==> config.mk <==
export PLATFORM = sky130hd
export DESIGN_NAME = pc_sequencer
export DESIGN_NICKNAME = d
export VERILOG_FILES = /design/src/rtl/pc_seq_pkg.sv /design/src/rtl/pc_next_sel.sv /design/src/rtl/pc_sequencer.sv
export SDC_FILE = /design/constraint.sdc
export NUM_CORES = 1
export LEC_CHECK = 0
export ABC_AREA = 1
export BUFFER_PORTS_ARGS = -buffer_cell sky130_fd_sc_hd__buf_2
export CAP_MARGIN = 0
export CORE_AREA = 2 2 114 83
export CTS_CLUSTER_DIAMETER = 50
export DETAILED_ROUTE_END_ITERATION = 16
export DIE_AREA = 0 0 116 85
export PLACE_DENSITY_LB_ADDON = 0.15
export SLEW_MARGIN = 25
export SYNTH_ARGS = -nofsm -noshare
export SYNTH_HDL_FRONTEND = slang
export SYNTH_SLANG_ARGS = --single-unit
==> constraint.sdc <==
create_clock -name i_clk_w -period 4.3 [get_ports i_clk_w]
set_input_delay 0 -clock i_clk_w [delete_from_list [all_inputs] [get_ports i_clk_w]]
set_output_delay 0 -clock i_clk_w [all_outputs]
set_load 0.03 [all_outputs]
==> src/rtl/pc_seq_pkg.sv <==
`default_nettype none
// ============================================================================
// Module   : pc_seq_pkg
// Brief    : Shared state encoding and PC constants for the fetch sequencer.
// Revision : 1.0
// ============================================================================
package pc_seq_pkg;

  typedef enum logic [1:0] {
    BOOT  = 2'd0,
    FETCH = 2'd1,
    ISSUE = 2'd2,
    FAULT = 2'd3
  } pc_seq_state_t;

  localparam logic [31:0] PC_STEP        = 32'd4;
  localparam logic [31:0] PC_READ_OFFSET = 32'd8;

  function automatic logic [31:0] align_word(input logic [31:0] addr);
    return {addr[31:2], 2'b00};
  endfunction

endpackage
`default_nettype wire

==> src/rtl/pc_next_sel.sv <==
`default_nettype none
// ============================================================================
// Module   : pc_next_sel
// Brief    : Combinational next-PC select (sequential step or branch target).
// Revision : 1.0
// ============================================================================
module pc_next_sel
  import pc_seq_pkg::*;
(
  input  logic [31:0] i_pc,
  input  logic        i_br_taken,
  input  logic [31:0] i_br_target,
  output logic [31:0] o_next_pc
);

  // Both paths are forced to a word boundary; the step wraps modulo 2^32.
  always_comb begin
    o_next_pc = align_word(i_pc + PC_STEP);
    if (i_br_taken) begin
      o_next_pc = align_word(i_br_target);
    end
  end

endmodule
`default_nettype wire

==> src/rtl/pc_sequencer.sv <==
`default_nettype none
// ============================================================================
// Module   : pc_sequencer
// Brief    : Owns the PC, sequences instruction fetch and flags fetch timeouts.
// Revision : 1.0
// ============================================================================
module pc_sequencer
  import pc_seq_pkg::*;
#(
  parameter logic [31:0] RESET_VECTOR = 32'h0000_0000,
  parameter int          MAX_WAIT     = 8
) (
  input  logic        i_clk_w,
  input  logic        i_rst_n_w,
  input  logic        i_stall_w,
  input  logic        i_br_taken_w,
  input  logic [31:0] i_br_target_w,
  output logic        o_imem_req_w,
  output logic [31:0] o_imem_addr_w,
  input  logic        i_imem_ack_w,
  input  logic [31:0] i_imem_rdata_w,
  output logic [31:0] o_instr_w,
  output logic        o_instr_vld_w,
  output logic [31:0] o_pc_w,
  output logic [31:0] o_pc_plus8_w,
  output logic        o_fetch_fault_w
);

  localparam int c_wait_w = $clog2(MAX_WAIT + 1);
  localparam logic [c_wait_w-1:0] c_max_wait = c_wait_w'(MAX_WAIT);
  localparam logic [c_wait_w-1:0] c_one      = c_wait_w'(1);

  pc_seq_state_t       r_state;
  logic [31:0]         r_pc;
  logic [31:0]         r_instr;
  logic [c_wait_w-1:0] r_wait_cnt;
  logic [c_wait_w-1:0] w_wait_inc;
  logic [31:0]         w_next_pc;

  pc_next_sel u_next_sel (
    .i_pc        (r_pc),
    .i_br_taken  (i_br_taken_w),
    .i_br_target (i_br_target_w),
    .o_next_pc   (w_next_pc)
  );

  assign w_wait_inc = r_wait_cnt + c_one;

  always_ff @(posedge i_clk_w or negedge i_rst_n_w) begin
    if (!i_rst_n_w) begin
      r_state    <= BOOT;
      r_pc       <= RESET_VECTOR;
      r_instr    <= 32'd0;
      r_wait_cnt <= '0;
    end else begin
      case (r_state)
        BOOT: begin
          r_state <= FETCH;
        end
        FETCH: begin
          // An ack in the expiring cycle still completes the fetch.
          if (i_imem_ack_w) begin
            r_instr    <= i_imem_rdata_w;
            r_wait_cnt <= '0;
            r_state    <= ISSUE;
          end else begin
            r_wait_cnt <= w_wait_inc;
            if (w_wait_inc == c_max_wait) begin
              r_state <= FAULT;
            end
          end
        end
        ISSUE: begin
          if (!i_stall_w) begin
            r_pc    <= w_next_pc;
            r_state <= FETCH;
          end
        end
        FAULT: begin
          r_state <= FAULT;
        end
      endcase
    end
  end

  assign o_imem_req_w    = (r_state == FETCH);
  assign o_instr_vld_w   = (r_state == ISSUE);
  assign o_fetch_fault_w = (r_state == FAULT);
  assign o_pc_w          = r_pc;
  assign o_imem_addr_w   = r_pc;
  assign o_pc_plus8_w    = r_pc + PC_READ_OFFSET;
  assign o_instr_w       = r_instr;

endmodule
`default_nettype wire

## After elaboration in Yosys (flattened, before gate mapping)

Cells that the tools add are included.

- Eq/ne operators: 6
- Add/sub/neg operators: 3
- Order comparisons: 0
- Multipliers: 0
- Multiplexer cells: 6
- Shifts and indexed selects: 0
- Bitwise operators: 1
- Div/mod/pow operators: 0
- Reduce and logical (&&, ||, !) cells: 4

Operator list:

| cell | number |
|---|---|
| adder 32 x 3 -> 32 bit (second input constant) | 1 |
| adder 32 x 4 -> 32 bit (second input constant) | 1 |
| two-way mux 32 bit | 1 |
| one-hot mux 2 bit (4 select lines) | 1 |
| two-way mux 2 bit | 3 |
| AND reduction 2 bit | 3 |
| adder 4 x 1 -> 4 bit (second input constant) | 1 |
| equality test 2 bit (second input constant) | 2 |
| equality test 4 bit (second input constant) | 1 |
| two-way mux 4 bit | 1 |
| != test 3 x 1 -> 1 bit (second input constant) | 1 |
| equality test 2 x 1 -> 1 bit (second input constant) | 1 |
| logical NOT 2 bit | 1 |
| != test 2 bit (second input constant) | 1 |
| NOT 1 bit | 1 |

- Logic and storage cells: 24
- Bits in writable memories: 0
- Memories kept: 0
- Bits in latches: 0
- Memory bits (read-only): 0
- Input bits: 69
- Register bits: 70

## Logic depth before layout (Yosys ltp)

- Word-level depth: 5
- Gate-level depth with buffers: 10

## By module

From an unflattened synthesis, not the netlist that was laid out.

- Cells, all modules: 784
- Area total of the unflattened synthesis: 5,213.8 µm²

Modules (own cells, without submodules):

| module | instances | cells an instance | area each (µm²) |
|---|---|---|---|
| pc_sequencer | 1 | 512 | 3,905.0 |
| pc_next_sel | 1 | 272 | 1,308.8 |

## Worst setup path after synthesis

OpenSTA, ideal clock, no wires.

- Path kind: register to output
- From: register r_pc[4] (netlist: o_imem_addr_w[4])
- To: output port o_pc_plus8_w[25]
- Cell stages (with the launch flop): 8
- Slack: 2,332 ps
- Arrival time: 1,968 ps
- Cell sequence: dfrtp_1 ha_1 inv_1 nor2_4 nand2_1 nor2_2 nand3_1 xor2_1

- Cells in the longest elaborated chain, start to end: 1

RTL lines:

| item | RTL line | source |
|---|---|---|
| from (decl) | pc_sequencer.sv:34 | `logic [31:0] r_pc;` |
| from (signal assigned) | pc_sequencer.sv:75 | `r_pc <= w_next_pc;` |
| adder 32 x 4 -> 32 bit | pc_sequencer.sv:91 | `assign o_pc_plus8_w = r_pc + PC_READ_OFFSET;` |
| to (decl) | pc_sequencer.sv:25 | `output logic [31:0] o_pc_plus8_w,` |

No other way between the ends.

## Worst setup path after layout

- From: register r_pc[4] (netlist: o_imem_addr_w[4])
- To: output port o_pc_plus8_w[31]

Same word-level chain as after synthesis.

==> results.md <==
* Seq/Total Area, Yosys at 0.381
* Gr usage total at 0.276
* Tot Pwr at slightly below 2 mW
* Final Hold Vio Count at 0
* Most frequent cells in the layout: 258 x nand2_1, 190 x buf_2, 80 x nor2_1
* FILL cells at 788
* Mapped Area at between 0.004 and 0.005 mm^2
* First DRT Iteration DRCs at 374
* Worst Setup End Kind: output pin
* Final period utilization at 0.516
* Largest area contributor in the netlist: dfrtp_1
* Setup violations, final at 0
* Fmax at around 0.45 GHz
* Mean post-synth cell area at ~6.8 um^2
* Vias in the first global route at 4466
* Placed cell count at 930
* Synth unique cells at 33
* Antenna Nets Post-Route at 0
* Fin Setup TNS at 0 ns
* # port buffers at 191
* Detailed-route via count at 4886
* GRT Residual Overflow at 0
* Setup Fix Bufs, Post-CTS at 0
* CP Buf/Inv Count at 4
* Critical path's top delay family: buffers and inverters
* Power Dens Cells at approximately 320 mW/mm^2
* Post-Synthesis Cells at about 660
* Hpwl dp at around 9500 um
* Sink Count at 68
* #FFs+latches synth at 68
* I/O pin count at 200
* Initial antenna violation count at 0
* N_diodes at 0
* RSZ-0062 raised after global routing: false
* Pins over their slew limit at 0
* H-tree depth at 3
* Die X at 116 um
* Clock Latency Late Sink at between 0.3 and 0.4 ns
* RePlAce Congestion at 0.875
* CP max-delay cell: dfrtp_1
* Routed vias/inst at 4.92
* Crit start category: register
* Core Area at 0.00878 mm^2
* Critical path class: register to output pin
* Die area at 0.00986 mm^2
* Crit path time final at 2.22 ns
* Clk buf depth at 2
* Share of the synthesized area in the top cell type at 0.381
* Crit-path cells: ha_1 -> inv_1 -> nor2_4 -> nand2_2 -> inv_2 -> nand2_1 -> inv_2 -> nand2_1 -> xor2_1 -> buf_2
* Crit path largest cell delay at about 0.46 ns
* Critical path fanouts, max at 7
* Final Instance Count excl. Fillers at 993
* Outcome: finished, final reports clean
* Share of layout cells above drive strength 1 at 0.268
* Routed wire length at 13400 um
* Slew @ Worst Pin at between 0.9 and 1 ns
* DR DRC count at 0
* # nets final at 936
* Pleak at 3.34 nW
* Max-Cap Viols at 0
* Largest net degree at the start of global routing at 47
* CTS tree: done
* Placement Rows at 29
* WP data required at about 4.3 ns
* Hold Crit Class: input pin to register
* WP data arrival at approximately 2.2 ns
* Routed len/inst at 13.5 um
* Die Y at about 85 um
* WHS at 0.0134 ns
* Clock Tree Root: clkbuf_16
* Initial core utilization at 0.509
* Worst vdd ir at roughly 0.27 mV
* Slew HR at 0.346
* Area grow syn2layout at 36.4%
* CTS clk-pin slew, worst paths at 0.06 ns
* Synth warnings at 0
* Ranking of synthesized cells by area: dfrtp_1 38%, nand2_1 22%, nor2_1 6.7%
* Most common cell after layout, fill and taps aside: nand2_1
* Final Skew at approximately 0.0057 ns
* Clock buffer count from CTS at 9
* First-pass GRT wire length at 21200 um
* Router iterations before antenna repair at 5
[routing by layer]
layer,global-route usage,part of all wire
met1,0.388,0.45
met2,0.432,0.46
met3,0.0593,0.078
met4,0.0779,0.016
met5,0,0
[cells in the mapped netlist]
cell type,instances
xor2_1,26
o21ai_0,25
nor3_4,1
a22o_1,1
buf_4,38
o31ai_1,1
clkbuf_1,10
nand2_1,258
inv_1,52
o22ai_1,4
xnor2_1,1
buf_2,7
nand4_1,4
a22oi_1,2
conb_1,1
a21oi_1,9
o21ai_1,6
a21o_1,1
nand3_1,37
o221a_2,1
nor3_2,1
a21boi_0,1
nor3_1,2
nor2_1,80
ha_1,3
inv_2,5
and2_1,1
nor2_2,8
o21bai_1,1
dfrtp_1,68
nor2_4,2
nand3_2,1
nand2_2,4
[where the power goes]
group          total (mW)  internal [mW]  switching (mW)
sequential          0.696          0.657          0.0388
combinational       0.357          0.121           0.236
clock               0.879          0.600           0.279
[registers in the layout, summed over array words and instances (netlist names)]
signal         cells
o_instr_w         32
o_imem_addr_w     30
r_wait_cnt         4
r_state            2
[worst reg2reg max path, cell delays in order (launching register included)]
cell and delay, ns:
dfrtp_1 0.48, ha_1 0.24, nand2_1 0.08, nor2_1 0.31, nand2_1 0.22, nor2_1 0.25
nand2_1 0.08, nand2_1 0.06, nand3_1 0.06, nand2_1 0.10, nand2_1 0.05
[stage by stage]
step / instance area [um^2] / setup WS [ns] / util
2_1_floorplan: 4490 / 2.33 / -
3_3_place_gp: 5270 / 2.36 / 0.600
3_5_place_dp: 5270 / 2.32 / 0.600
4_1_cts: 6100 / 2.08 / 0.695
5_1_grt: 6100 / 1.96 / 0.695
6_report: 6100 / 2.08 / 0.695
[timing repair]
item,CTS,global route
resized for setup,0,0
hold buffers,47,0
endpoints found under the hold margin,92,0
[kinds of logic (layout without fill, tap and decap cells)]
group,count (synthesis),count (layout),synth area share
and+or+nand+nor,399,399,0.364
buffers and inverters,112,314,0.128
DFF,68,68,0.381
AOI/OAI and AO/OA,52,52,0.0649
xor gates and xnor gates,27,27,0.0529
adders and majority gates,3,3,0.00840
other,1,6,0.000839
[worst paths after layout]
check,startpoint,to,slack (ns),cells past startpoint
worst min-delay path,i_br_target_w[21],o_imem_addr_w[21],0.01,5
worst max-delay path,o_imem_addr_w[4],o_pc_plus8_w[31],2.08,10
worst max register to register,o_imem_addr_w[2],o_imem_addr_w[28],2.27,10
min in group asynchronous,i_rst_n_w,o_imem_addr_w[4],0.23,2
max in group asynchronous,i_rst_n_w,o_imem_addr_w[21],3.33,3
worst min register to register,o_instr_w[19],o_instr_w[19],0.47,2
[cell type report]
cell class	instances	area, um^2	share of cell area
clock buffer	11	253	0.0414
timing repair buffer	241	1450	0.238
multi-input combinational	487	2220	0.363
sequential	68	1700	0.279
inverter	57	214	0.0351
clock inverter	5	108	0.0176
tap	124	155	0.0254
(Power assumes the default switching activity.)
